--- src/rtl/mem_port_arbiter.sv ---
// mem_port_arbiter: sequencer and arbiter for the single-port unified memory
// shared by instruction fetch and the memory stage (LDR/STR).
//
// Ports:
//   clk, rst             clock; synchronous active-high reset
//   if_req/if_addr       fetch read request (held until if_ready)
//   if_ready/if_rdata    fetch completion pulse and registered read word
//   dm_req/dm_we/...     data request (load or store, held until dm_ready)
//   dm_ready/dm_rdata    data completion pulse and registered load word
//   mem_en/mem_we/...    RAM strobe, write enable, address, write data
//   mem_rdata            RAM read data, valid MEM_LATENCY cycles after mem_en
//   sel_stall            pipeline stall while any request is outstanding
//   busy                 arbiter is not idle
module mem_port_arbiter #(
  parameter int unsigned MEM_LATENCY   = 2,
  parameter int unsigned MAX_DM_STREAK = 4
) (
  input  logic        clk,
  input  logic        rst,
  input  logic        if_req,
  input  logic [31:0] if_addr,
  output logic        if_ready,
  output logic [31:0] if_rdata,
  input  logic        dm_req,
  input  logic        dm_we,
  input  logic [31:0] dm_addr,
  input  logic [31:0] dm_wdata,
  output logic        dm_ready,
  output logic [31:0] dm_rdata,
  output logic        mem_en,
  output logic        mem_we,
  output logic [31:0] mem_addr,
  output logic [31:0] mem_wdata,
  input  logic [31:0] mem_rdata,
  output logic        sel_stall,
  output logic        busy
);

  localparam int unsigned CNT_W    = 3;
  localparam int unsigned STREAK_W = 4;
  localparam logic [CNT_W-1:0]    LAT_INIT   = CNT_W'(MEM_LATENCY);
  localparam logic [STREAK_W-1:0] STREAK_MAX = STREAK_W'(MAX_DM_STREAK);

  typedef enum logic [1:0] {IDLE, ACCESS, WAIT, DONE} state_t;

  state_t              state;
  logic                owner_dm;
  logic                lat_we;
  logic [CNT_W-1:0]    cnt;
  logic [STREAK_W-1:0] streak;
  logic                grant_dm_c;

  // Data wins a tie unless it has already starved fetch for MAX_DM_STREAK grants.
  assign grant_dm_c = dm_req & (~if_req | (streak != STREAK_MAX));

  // Stall while any requester is waiting for its completion pulse.
  assign sel_stall = (if_req & ~if_ready) | (dm_req & ~dm_ready);

  // Sequencer: arbitration, RAM strobe, latency countdown and completion pulses.
  always_ff @(posedge clk) begin
    if (rst) begin
      state     <= IDLE;
      owner_dm  <= 1'b0;
      lat_we    <= 1'b0;
      cnt       <= '0;
      streak    <= '0;
      mem_en    <= 1'b0;
      mem_we    <= 1'b0;
      mem_addr  <= '0;
      mem_wdata <= '0;
      if_ready  <= 1'b0;
      dm_ready  <= 1'b0;
      if_rdata  <= '0;
      dm_rdata  <= '0;
      busy      <= 1'b0;
    end else begin
      mem_en   <= 1'b0;
      mem_we   <= 1'b0;
      if_ready <= 1'b0;
      dm_ready <= 1'b0;
      unique case (state)
        IDLE: begin
          if (if_req | dm_req) begin
            // mem_addr/mem_wdata double as the winner's address/data latches.
            owner_dm  <= grant_dm_c;
            lat_we    <= grant_dm_c & dm_we;
            mem_en    <= 1'b1;
            mem_we    <= grant_dm_c & dm_we;
            mem_addr  <= grant_dm_c ? dm_addr : if_addr;
            mem_wdata <= grant_dm_c ? dm_wdata : '0;
            // Count only data grants that made a waiting fetch wait longer.
            if (grant_dm_c && if_req) begin
              if (streak < STREAK_MAX) streak <= streak + STREAK_W'(1);
            end else begin
              streak <= '0;
            end
            state <= ACCESS;
            busy  <= 1'b1;
          end
        end
        ACCESS: begin
          if (lat_we) begin
            dm_ready <= 1'b1;
            state    <= DONE;
          end else begin
            cnt   <= LAT_INIT;
            state <= WAIT;
          end
        end
        WAIT: begin
          cnt <= cnt - CNT_W'(1);
          // Last wait cycle lines up with mem_rdata becoming valid.
          if (cnt == CNT_W'(1)) begin
            if (owner_dm) begin
              dm_rdata <= mem_rdata;
              dm_ready <= 1'b1;
            end else begin
              if_rdata <= mem_rdata;
              if_ready <= 1'b1;
            end
            state <= DONE;
          end
        end
        DONE: begin
          state <= IDLE;
          busy  <= 1'b0;
        end
        default: begin
          state <= IDLE;
          busy  <= 1'b0;
        end
      endcase
    end
  end

endmodule

--- config.mk ---
export PLATFORM = sky130hd
export DESIGN_NAME = mem_port_arbiter
export DESIGN_NICKNAME = d
export VERILOG_FILES = /design/src/rtl/mem_port_arbiter.sv
export SDC_FILE = /design/constraint.sdc
export NUM_CORES = 1
export LEC_CHECK = 0
export ABC_AREA = 1
export CORE_UTILIZATION = 41
export CTS_BUF_LIST = sky130_fd_sc_hd__clkbuf_16
export DETAILED_ROUTE_END_ITERATION = 8
export GPL_ROUTABILITY_DRIVEN = 0
export PLACE_DENSITY = 0.84
export SKIP_LAST_GASP = 1
export SLEW_MARGIN = 20
export SYNTH_ARGS = -nofsm -noshare
export SYNTH_HDL_FRONTEND = slang
export SYNTH_SLANG_ARGS = --single-unit
--- constraint.sdc ---
create_clock -name clk -period 1.9 [get_ports clk]
set_clock_uncertainty 0.05 [all_clocks]
set_input_delay 0.57 -clock clk [delete_from_list [all_inputs] [get_ports clk]]
set_output_delay 0.57 -clock clk [all_outputs]
set_load 0.02 [all_outputs]
Word level (Yosys, flattened, before mapping)
Index checks and enable logic that the tools add are counted.
- input bits: 133
- flip-flop bits (word level): 144
- word-level logic and storage cells: 73
- output and inout port bits: 134
- magnitude comparators: 1
- bitwise operators: 15
- reductions and logical operators: 14
- multiplexer cells: 18
- $add $sub $neg: 2
- equality and inequality tests: 9
- operators with widths (cell ; count):
    $mux 32 ; 2
    $reduce_and 3->1 ; 3
    $mux 4 ; 2
    $not 1->1 ; 8
    $pmux 2 s4 ; 1
    $reduce_and 2->1 ; 4
    $mux 1 ; 7
    $ne 2x2->1 const B ; 3
    $pmux 3 s2 ; 1
    $reduce_or 3->1 ; 2
    $add 4x1->4 const B ; 1
    $and 1x1->1 ; 4
    $eq 2x2->1 const B ; 2
    $lt 4x3->1 const B ; 1
    $mux 2 ; 2
    $ne 4x3->1 const B ; 1
    $pmux 1 s2 ; 2
    $reduce_bool 2->1 ; 2
    $eq 3x1->1 const B ; 1
    $mux 3 ; 1
    $or 1x1->1 ; 3
    $sub 3x1->3 const B ; 1
    $eq 2x1->1 const B ; 1
    $logic_not 2->1 ; 1
    other kinds (3) ; 3

Longest topological paths before layout
- depth in word-level cells: 6
- depth in mapped cells: 9
- depth with buffers taken out: 9

Least setup slack after synthesis
No wires, ideal clock.
- kind: input port to output port
- start: in dm_req
- end: out sel_stall
- slack: 0.002 ns
- cell stages on the path: 4
- data required time: 1.280 ns
- buffers on the path: 2
- arrival time: 1.278 ns
- cell sequence: buf_4 buf_2 inv_1 o22ai_1
- longest elaborated chain between the ends: 2
- RTL lines (item ; RTL line ; text):
    start, declared ; 24 ; input logic dm_req,
    $and 1x1->1 ; 57 ; assign sel_stall = (if_req & ~if_ready) | (dm_req & ~dm_ready);
    $or 1x1->1 ; 57 ;
    end, declared ; 35 ; output logic sel_stall,
Every way passes these cells.

Worst setup path in the final report
- start: reg if_ready
- end: out if_ready
- RTL lines (item ; RTL line ; text):
    start, declared ; 22 ; output logic if_ready,
    start signal, assigned ; 71 ; if_ready <= 1'b0;
    start signal, assigned ; 79 ; if_ready <= 1'b0;
    start signal, assigned ; 119 ; if_ready <= 1'b1;
No word-level cell between the ends.

==> run_results.csv <==
group,metric,value,unit
sta,slew_viol_final,0,
sta,setup_ws,0.107,ns
sta,min_period,1.79,ns
route,wl_per_cell,14.9,um
grt,grt_pass1_wl,27800,um
route,firstDrtPassIters,5,
worst_setup_path,critical_path_class,"reg -> out",
die,core,0.0134,mm2
die,die_w,120,um
cells_and_area,utilization,67.4,%
synth,syn-mean-instance-area,7.94,um2
synth,synth_edf_count,0,
clock_network,cts_buffers,17,
clock_network,clk_latency,0.42,ns
die,rows,42,
grt,grt_overflow_total,0,
worst_setup_path,required,1.28,ns
synth,syn_inst,715,
sta,hold_viol_final,0,
grt,antenna_found_initial,0,
worst_setup_path,end_kind,"output pin",
power_and_ir_drop,p_int,7.18,mW
clock_network,path_clk_slew,0.06,ns
cells_and_area,instances_no_fill,1154,
synth,ys_types,26,
sta,fin_crit_sh,94.3,%
power_and_ir_drop,finalPower,10.7,mW
synth,synth_top_cell_by_area,"dfxtp_1",
worst_hold_path,hold_path.class,"reg -> reg",
die,pin_count,267,
placed_design,portBuffers,266,
route,routed_wl,17200,um
die,dieHeight,120,um
synth,netlist_top_cells_area,"dfxtp_1 (51%), nand2_1 (12%), nand3_1 (9.2%)",
sta,setup_viol,0,
clock_network,clock_sinks,144,
clock_network,cts_tree,"built",
placed_design,dp_hpwl,11700,um
synth,synth_top_area_share,50.7,%
die,start_util,42.4,%
route,num_vias,5865,
worst_setup_path,critPathLaunchType,"flop",
sta,rsz0062_at_grt,"false",
power_and_ir_drop,p_leak,3.94,nW
route,drc_errors,0,
synth,synthesis.area,0.00568,mm2
synth,dominantRegCellSynth,"dfxtp_1",
clock_network,clockBufferDepth,2,
clock_network,cts_root_buffer,"clkbuf_16",
grt,grt_pass1_vias,5564,
power_and_ir_drop,p_clk_share,33.8,%
clock_network,ctsHtreeMaxLevel,4,
cells_and_area,n_antenna_cell,0,
sta,hold_slack,0.405,ns
worst_setup_path,cp_slowest_cell,"dfxtp_1",
synth,yosysWarnings,0,
synth,synthArstFlopShare,0,%
placed_design,placed_cells,1124,
grt,grt_usage,24.4,%
power_and_ir_drop,peakVddDrop,1.02,mV
synth,synth_nets,856,
worst_setup_path,path_max_fanout,2,
worst_setup_path,path_delay_family,"flip-flops",
grt,grt_start_max_net_pins,102,
power_and_ir_drop,comb_power_share,31.6,%
sta,slew_headroom,68.7,%
die,dieArea,0.0143,mm2
worst_setup_path,cp_num_buf_inv,1,
route,ant_nets,0,
power_and_ir_drop,netSwitchingPower,3.48,mW
cells_and_area,areaGrowthSynthToFinish,58.9,%
worst_setup_path,cp.arrival,1.17,ns
route,drt_first_iter_violations,395,
power_and_ir_drop,powerDensity,1180,mW/mm2
worst_setup_path,max_stage_delay,0.40,ns
placed_design,dp_slack,-0.575,ns
status,status,"finished, final reports clean",
synth,ys_ff_latch,144,
route,vias_per_cell,5.08,
cells_and_area,final_nets,1108,
cells_and_area,drive_above_1_share,6.85,%
worst_setup_path,crit_chain,"dlygate4sd2_1",
flow_run,maxCapViolCount,0,
sta,fmax,558,MHz
sta,worst_pin_slew,0.470,ns
power_and_ir_drop,p_seq_share,34.6,%
synth,synth-seq-area-share,50.7,%
clock_network,cts_setup_buffers,0,
power_and_ir_drop,swShare,32.7,%
-- final timing paths --
path	startpoint	end	slack, ns	cells after the start
max	if_ready	if_ready	0.11	1
min	dm_rdata[7]	dm_rdata[7]	0.40	2
max reg2reg	state[0]	dm_rdata[17]	0.22	7
min reg2reg	dm_rdata[7]	dm_rdata[7]	0.40	2
-- logic make-up (layout without fill, tap and decap cells) --
logic type / count (synthesis) / in the layout / share of synthesized area (%)
flip-flops: 144 / 144 / 50.7
buffers and inverters: 80 / 343 / 7.20
AO/OA/AOI/OAI: 174 / 174 / 16.2
AND/OR/NAND/NOR: 309 / 309 / 24.1
adder cells (fa/ha/maj): 8 / 8 / 1.76
-- final cells by class --
type | count | area, um2
fill | 1129 | 4370
sequential | 144 | 2880
timing repair buffer | 292 | 2810
multi-input combinational | 491 | 2400
clock buffer | 17 | 425
tap | 176 | 220
clock inverter | 13 | 211
inverter | 21 | 81.3
-- power by group through the flow --
stage                     Combinational, mW  Clock [mW]  Sequential (mW)
after floorplan                        1.51           0             4.19
after global placement                 3.56           0             3.75
after detailed placement               3.60           0             3.75
after CTS                              3.37        3.67             3.69
after global routing                   3.67        3.82             3.75
final                                  3.36        3.61             3.69
-- synthesized netlist by cell type (2+ instances only) --
cell type and n:
buf_2 19, ha_1 8, dfxtp_1 144, a21oi_1 101, buf_6 6, nand4_1 3, o21ai_1 11, nor2_1 12
inv_1 19, nand3_1 104, a31oi_1 32, clkbuf_1 24, buf_4 10, o21ai_0 27, nor2_8 2, nand2_1 183
-- cells in the final DEF (no fill, tap or decap), types with 17 or more instances in the layout --
master,n
nand3_1,104
o21ai_0,27
buf_4,17
dlygate4sd2_1,133
dfxtp_1,144
clkdlybuf4s50_1,129
nand2_1,183
a21oi_1,101
a31oi_1,32
inv_1,19
clkbuf_16,17
-- per-layer routing --
metal	global-route usage, %	share of wire (%)	vias up
li1	-	-	2928
met1	29.9	42	2682
met2	40.6	49	231
met3	6.84	6.9	24
met4	9.30	2.1	0
met5	0	0	-
-- sequential cells by signal, indices dropped and copies added (netlist names) --
name	cells
mem_wdata	32
mem_en	1
state	2
busy	1
mem_we	1
dm_ready	1
lat_we	1
dm_rdata	32
streak	4
if_rdata	32
owner_dm	1
mem_addr	32
if_ready	1
cnt	3
-- what timing repair did --
| action | 4_1_cts | 5_1_grt |
|---|---|---|
| gates resized for setup | 137 | 5 |
| pin swaps | 0 | 1 |
| endpoints found under the setup margin | 200 | 74 |
| hold buffers | 0 | 0 |
-- stage by stage --
| step | cell area, um2 | setup TNS, ns |
|---|---|---|
| after global placement | 8550 | -29.64 |
| after CTS | 9010 | -2.43 |
| after global routing | 9030 | 0 |
| after detailed placement | 8550 | -34.02 |
| after floorplan | 5680 | 0 |
| final | 9030 | 0 |
Power figures use the tool's default switching activity.
